$ cat src/rtl/morse_pkg.sv
// Morse digit receiver: shared timing defaults, FSM states and digit code table.
// The digit encoder is meant to take its table from here as well.
package morse_pkg;

  localparam int unsigned CLK_HZ_DEF = 100_000_000;

  // A mark shorter than this is treated as line noise.
  function automatic int unsigned glitch_len(input int unsigned dot);
    return dot / 4;
  endfunction

  // Midpoint between dot and dash lengths.
  function automatic int unsigned dash_thresh(input int unsigned dot,
                                              input int unsigned dash);
    return (dot + dash) / 2;
  endfunction

  // A mark this long means the line is stuck high.
  function automatic int unsigned max_mark(input int unsigned dash);
    return 2 * dash;
  endfunction

  // Silence this long closes the current digit.
  function automatic int unsigned end_gap(input int unsigned pause);
    return pause / 2;
  endfunction

  typedef enum logic [2:0] {
    IDLE,
    MARK,
    SPACE,
    EMIT,
    WAIT_LOW
  } state_t;

  typedef struct packed {
    logic       hit;
    logic [3:0] digit;
  } lookup_t;

  // Digit to 5-symbol pattern, MSB sent first, 1 = dash.
  function automatic logic [4:0] digit_pattern(input logic [3:0] d);
    logic [4:0] p;
    p = 5'b00000;
    case (d)
      4'd0:    p = 5'b11111;
      4'd1:    p = 5'b01111;
      4'd2:    p = 5'b00111;
      4'd3:    p = 5'b00011;
      4'd4:    p = 5'b00001;
      4'd5:    p = 5'b00000;
      4'd6:    p = 5'b10000;
      4'd7:    p = 5'b11000;
      4'd8:    p = 5'b11100;
      4'd9:    p = 5'b11110;
      default: p = 5'b00000;
    endcase
    return p;
  endfunction

  // Pattern back to digit; hit is clear for patterns outside the table.
  function automatic lookup_t pattern_digit(input logic [4:0] p);
    lookup_t r;
    r = '0;
    for (int i = 0; i < 10; i++) begin
      if (digit_pattern(4'(i)) == p) begin
        r.hit   = 1'b1;
        r.digit = 4'(i);
      end
    end
    return r;
  endfunction

endpackage

$ cat src/rtl/morse_sync.sv
// Two-flop synchroniser for the asynchronous Morse line,
// with rise/fall strobes taken on the synchronised level.
module morse_sync (
  input  logic clk,
  input  logic rst,
  input  logic d_in,
  output logic s_out,
  output logic rise,
  output logic fall
);

  logic meta_q;
  logic sync_q;
  logic prev_q;

  // Resynchronise the line and keep one cycle of history for edges.
  always_ff @(posedge clk or posedge rst) begin
    if (rst) begin
      meta_q <= 1'b0;
      sync_q <= 1'b0;
      prev_q <= 1'b0;
    end else begin
      meta_q <= d_in;
      sync_q <= meta_q;
      prev_q <= sync_q;
    end
  end

  assign s_out = sync_q;
  assign rise  = sync_q & ~prev_q;
  assign fall  = ~sync_q & prev_q;

endmodule

$ cat src/rtl/morse_code_decoder.sv
// Morse digit receiver: times marks and spaces on the line, collects
// five dot/dash symbols and strobes out the decoded digit 0-9.
module morse_code_decoder
  import morse_pkg::*;
#(
  parameter int unsigned CLK_HZ      = CLK_HZ_DEF,
  parameter int unsigned DOT_LEN     = CLK_HZ * 1,
  parameter int unsigned DASH_LEN    = CLK_HZ * 3,
  parameter int unsigned SYMBOL_GAP  = CLK_HZ / 2,
  parameter int unsigned DIGIT_PAUSE = CLK_HZ * 10
) (
  input  logic       clk,
  input  logic       rst,
  input  logic       morse_in,
  output logic [3:0] digit_out,
  output logic       digit_valid,
  output logic       decode_err,
  output logic [2:0] symbol_cnt,
  output logic       busy
);

  localparam logic [31:0] GLITCH_LEN  = glitch_len(DOT_LEN);
  localparam logic [31:0] DASH_THRESH = dash_thresh(DOT_LEN, DASH_LEN);
  localparam logic [31:0] MAX_MARK    = max_mark(DASH_LEN);
  localparam logic [31:0] END_GAP     = end_gap(DIGIT_PAUSE);

  // An intra-digit space must end well before the digit-close gap.
  if (SYMBOL_GAP >= end_gap(DIGIT_PAUSE)) begin : g_gap_chk
    $error("SYMBOL_GAP must be shorter than DIGIT_PAUSE/2");
  end

  logic        s_in;
  logic        rise;
  logic        fall;

  logic [31:0] timer_q;
  logic        tmr_clr;

  state_t      state_q;
  state_t      state_nxt;
  logic [4:0]  shift_q;
  logic [4:0]  shift_nxt;
  logic [2:0]  cnt_q;
  logic [2:0]  cnt_nxt;
  logic        ovf_q;
  logic        ovf_nxt;
  logic        busy_q;
  logic        busy_nxt;
  logic [3:0]  digit_q;
  logic [3:0]  digit_nxt;

  logic        valid;
  logic        err;
  logic        is_dash;
  lookup_t     lk;

  morse_sync u_sync (
    .clk   (clk),
    .rst   (rst),
    .d_in  (morse_in),
    .s_out (s_in),
    .rise  (rise),
    .fall  (fall)
  );

  // Mark/space timer: restarts on each line edge, saturates at all-ones.
  always_ff @(posedge clk or posedge rst) begin
    if (rst) begin
      timer_q <= '0;
    end else if (tmr_clr) begin
      timer_q <= '0;
    end else if (timer_q != '1) begin
      timer_q <= timer_q + 32'd1;
    end
  end

  // State and digit context registers.
  always_ff @(posedge clk or posedge rst) begin
    if (rst) begin
      state_q <= IDLE;
      shift_q <= '0;
      cnt_q   <= '0;
      ovf_q   <= 1'b0;
      busy_q  <= 1'b0;
      digit_q <= '0;
    end else begin
      state_q <= state_nxt;
      shift_q <= shift_nxt;
      cnt_q   <= cnt_nxt;
      ovf_q   <= ovf_nxt;
      busy_q  <= busy_nxt;
      digit_q <= digit_nxt;
    end
  end

  // Next-state, symbol classification and strobe generation.
  always_comb begin
    state_nxt = state_q;
    shift_nxt = shift_q;
    cnt_nxt   = cnt_q;
    ovf_nxt   = ovf_q;
    busy_nxt  = busy_q;
    digit_nxt = digit_q;
    valid     = 1'b0;
    err       = 1'b0;
    tmr_clr   = rise | fall;
    is_dash   = (timer_q >= DASH_THRESH);
    lk        = pattern_digit(shift_q);

    case (state_q)
      IDLE: begin
        if (s_in) begin
          state_nxt = MARK;
          tmr_clr   = 1'b1;
        end
      end

      MARK: begin
        if (fall) begin
          if (timer_q < GLITCH_LEN) begin
            state_nxt = (cnt_q != 3'd0) ? SPACE : IDLE;
          end else begin
            shift_nxt = {shift_q[3:0], is_dash};
            if (cnt_q == 3'd5) begin
              ovf_nxt = 1'b1;
            end else begin
              cnt_nxt = cnt_q + 3'd1;
            end
            busy_nxt  = 1'b1;
            state_nxt = SPACE;
          end
        end else if (timer_q >= MAX_MARK) begin
          err       = 1'b1;
          shift_nxt = '0;
          cnt_nxt   = '0;
          ovf_nxt   = 1'b0;
          busy_nxt  = 1'b0;
          state_nxt = WAIT_LOW;
        end
      end

      SPACE: begin
        // The digit-close gap takes priority over a simultaneous mark.
        if (timer_q == END_GAP) begin
          state_nxt = EMIT;
        end else if (rise) begin
          state_nxt = MARK;
        end
      end

      EMIT: begin
        if ((cnt_q == 3'd5) && !ovf_q && lk.hit) begin
          valid     = 1'b1;
          digit_nxt = lk.digit;
        end else begin
          err = 1'b1;
        end
        shift_nxt = '0;
        cnt_nxt   = '0;
        ovf_nxt   = 1'b0;
        busy_nxt  = 1'b0;
        state_nxt = IDLE;
      end

      WAIT_LOW: begin
        if (!s_in) begin
          state_nxt = IDLE;
        end
      end

      default: begin
        state_nxt = IDLE;
      end
    endcase
  end

  assign digit_valid = valid;
  assign decode_err  = err;
  assign digit_out   = valid ? lk.digit : digit_q;
  assign symbol_cnt  = cnt_q;
  assign busy        = busy_q;

endmodule

$ cat config.mk
export PLATFORM = sky130hd
export DESIGN_NAME = morse_code_decoder
export DESIGN_NICKNAME = d
export VERILOG_FILES = /design/src/rtl/morse_pkg.sv /design/src/rtl/morse_sync.sv /design/src/rtl/morse_code_decoder.sv
export SDC_FILE = /design/constraint.sdc
export NUM_CORES = 1
export LEC_CHECK = 0
export CAP_MARGIN = 10
export CORE_UTILIZATION = 50
export CTS_BUF_LIST = sky130_fd_sc_hd__clkbuf_16
export CTS_CLUSTER_SIZE = 12
export DETAILED_ROUTE_END_ITERATION = 12
export GPL_ROUTABILITY_DRIVEN = 0
export PLACE_DENSITY = 0.67
export RECOVER_POWER = 100
export SYNTH_ARGS = -nofsm -noshare
export SYNTH_HDL_FRONTEND = slang
export SYNTH_SLANG_ARGS = --single-unit
$ cat constraint.sdc
create_clock -name clk -period 6.5 [get_ports clk]
set_input_delay 1.3 -clock clk [delete_from_list [all_inputs] [get_ports clk]]
set_output_delay 1.3 -clock clk [all_outputs]
set_load 0.005 [all_outputs]
==> impl_summary.log <==
[metrics] clk sinks: 52
[metrics] minimum setup slack in the final design: 2.272 ns
[metrics] number of inserted diodes: 0
[metrics] port bufs: 12
[metrics] violated checks: max-capacitance violations, max-slew violations
[metrics] Longest Clk Path Bufs: 2
[metrics] critical path class: register to output port
[metrics] DRT antenna net count: 0
[metrics] worst setup timing slack at the placement stage: 2.765 ns
[metrics] final count of pins violating max slew: 53
[metrics] final period utilization: 65.04%
[metrics] number of nets in the layout: 371
[metrics] Area growth syn-to-layout: 8.675%
[metrics] Cell Count, Final, Fillers Out: 435
[metrics] Placed Instance Area: 3257 um^2
[metrics] transition at the pin with the smallest max-transition slack: 2.808 ns
[metrics] pin count of the biggest net entering global routing: 53
[metrics] routed vias/inst: 5.968
[metrics] gr usage total: 23.12%
[metrics] final-layout setup total negative slack: 0 ns
[metrics] effective utilization at floorplan: 52.31%
[metrics] Synth Instances: 355
[metrics] Register-to-Register Setup Slack: 3.76 ns
[metrics] post-route cell area: 3386 um^2
[metrics] Worst path max stage delay: 0.59 ns
[metrics] total CTS buffers: 5
[metrics] endpoints failing hold: 0
[metrics] maximum level of the CTS H-tree: 2
[metrics] DRC marker count from the first detailed-route iteration: 186
[metrics] r2r endpoint: timer_q[15]
[metrics] top-level I/O count: 13
[metrics] RSZ-0062 raised after global routing: no
[metrics] Worst EP arrival: 2.93 ns
[metrics] worst clock skew: 0.004372 ns
[metrics] number of vias in the routed layout: 2,596
[metrics] Worst-Skew Late Latency: 0.28 ns
[metrics] post-synthesis sequential element count: 52
[metrics] CP Data Required Time: 5.20 ns
[metrics] cell at the slowest stage of the critical path: dlygate4sd3_1
[metrics] critical hold path startpoint: u_sync.meta_q
[metrics] most common cell after layout, fill and taps aside: dfrtp_1
[metrics] crit start category: register
[metrics] Max rail drop VDD: 138.7 uV
[metrics] final setup violation count: 0
[metrics] die width: 80.94 um
[metrics] synth unique cells: 50
[metrics] Final Total Pwr: 0.0007618 W
[metrics] Post-synth EDFFs: 0
[metrics] async set-or-reset flop fraction in the synthesized netlist: 100.0%
[metrics] count of hold buffers inserted by post-cts repair: 0
[metrics] number of buffers added for setup after CTS: 0
[metrics] number of warning messages in the yosys log: 0
[metrics] remaining max-slew budget at the tightest pin: -87.22%
[metrics] Cell Count Post-Placement: 427
[metrics] proportion of synthesized chip area in sequential cells: 41.77%
[metrics] worst min-delay path endpoint: u_sync.s_out
[metrics] largest fanout on the critical path: 6
[metrics] Die H: 80.94 um
[metrics] top_reg_cell synth: dfrtp_1
[metrics] power density of the placed cells: 225.0 nW/um^2
[metrics] number of cell rows: 28
[metrics] logic depth of the worst register-to-register path: 6
[metrics] class of the most critical hold timing path: register to register
[metrics] RR Startpoint: timer_q[23]
[metrics] hold path depth: 0
[metrics] maxcap violations: 1
[metrics] leakage power: 1.438 nW
[metrics] Gates resized, CTS repair: 0
[metrics] number of search-and-repair iterations in the first detailed-routing pass: 4
[metrics] Post-Syn Nets: 366
[metrics] Clk Tree Root Cell: clkbuf_16
[metrics] number of antenna violations at the first check in global routing: 0
[metrics] fraction of final layout cells with drive strength greater than 1: 4.167%
[metrics] routed length per instance: 15.65 um
[metrics] hpwl dp: 4776 um
[metrics] die area: 6550 um^2
[metrics] kind of end point of the critical path: output port
[metrics] DRC violation count after routing: 0
[metrics] CP cell instances: nor2b_1, a211oi_1, a21oi_1, or4_1, or2_2, mux2_1, dlygate4sd3_1
[metrics] clk slew on worst S/H paths: 0.07 ns
[metrics] first-pass GRT wire length: 11,700 um
[metrics] Syn Area/Cell: 8.776 um^2
[metrics] core area: 5956 um^2
[metrics] area of the mapped netlist: 3115 um^2
[metrics] outcome: finished with violations
[metrics] TritonCTS clock tree: done
[metrics] Highest Clock Rate: 236.5 MHz
[metrics] number of global-route vias before repair: 2,494
[metrics] min cycle time layout: 4.228 ns
[metrics] GR Overflow Total: 0
[metrics] total wire length: 6809 um
[metrics] commonest non-fill, non-tap cells in the layout: dfrtp_1 (52), nor2_1 (46), nand2_1 (30), inv_1 (19)
[where the power goes]
| part | leakage (nW) | switching [W] | internal, W | total (W) |
|---|---|---|---|---|
| logic | 0.659 | 0.0000897 | 0.0000532 | 0.000143 |
| clock network | 0.0657 | 0.000110 | 0.000140 | 0.000250 |
| registers | 0.712 | 0.0000242 | 0.000344 | 0.000369 |
| total | 1.44 | 0.000224 | 0.000537 | 0.000762 |
[sequential cells by signal, summed over array words and instances (netlist names)]
| name | flops |
|---|---|
| shift_q | 5 |
| u_sync.meta_q | 1 |
| u_sync.s_out | 1 |
| u_sync.prev_q | 1 |
| ovf_q | 1 |
| timer_q | 32 |
| busy | 1 |
| digit_q | 4 |
| state_q | 3 |
| symbol_cnt | 3 |
[metrics by stage]
stage	util, %	hold slack (ns)
after global routing	56.85	0.3716
after global placement	54.68	0.3363
after floorplan	-	0.3312
after CTS	57.00	0.3640
final	56.85	0.3631
after detailed placement	54.68	0.3491
[area by class of cell]
class	instances	area (um^2)
well taps	75	93.84
fillers	553	2570
clock buffers	5	125.1
repair buffers	15	135.1
multi-input cells	266	1643
flip-flops and latches	52	1301
inverters	20	75.07
clock inverters	2	12.51
[kinds of logic (layout without fill, tap and decap cells)]
| group | Yosys count | in the layout | synth area share [%] |
|---|---|---|---|
| compound gates | 49 | 49 | 10.40 |
| xor+xnor | 28 | 28 | 7.871 |
| fa+ha+maj | 8 | 8 | 3.213 |
| buf+inv | 37 | 42 | 5.341 |
| flops | 52 | 52 | 41.77 |
| mux | 11 | 11 | 3.735 |
| simple gates | 170 | 170 | 27.67 |
[worst max path at each step]
stage	startpoint	endpoint	slack, ns
2_1_floorplan	shift_q[3]	digit_out[0]	3.26
3_3_place_gp	shift_q[3]	digit_out[0]	2.83
3_5_place_dp	shift_q[3]	digit_out[1]	2.77
4_1_cts	shift_q[3]	digit_out[0]	2.45
5_1_grt	rst	timer_q[27]	1.74
6_report	shift_q[3]	digit_out[0]	2.27
[synthesized netlist by cell type (7+ instances only)]
cell / number / share of area (%)
dfrtp_1: 52 / 42
nor2_1: 46 / 5.5
nand2_1: 30 / 3.6
inv_1: 20 / 2.4
nand4_1: 18 / 3.6
nor3_1: 18 / 2.9
xor2_1: 18 / 5.1
nand3_1: 17 / 2.7
a21oi_1: 16 / 2.6
clkbuf_1: 10 / 1.2
xnor2_1: 10 / 2.8
ha_1: 8 / 3.2
and3_1: 7 / 1.4
nor4_1: 7 / 1.4
[per-layer routing]
layer  wire, um  vias to the layer above  GRT usage [%]  part of all wire [%]
li1           -                     1261              -                     -
met1       3194                     1253          31.42                    47
met2       3276                       75          37.90                    48
met3        274                        7          4.045                   4.0
met4         64                        0          6.250                  0.94
met5          0                        -              0                     0
[critical path: cells and delay by family (launching register included)]
kind | cells | cell delay (ns)
and+or+nand+nor | 3 | 0.96
AOI/OAI and AO/OA | 2 | 0.29
muxes | 1 | 0.35
buffers and inverters | 1 | 0.59
DFF | 1 | 0.46
No activity file was read; power rests on OpenSTA's default activity.
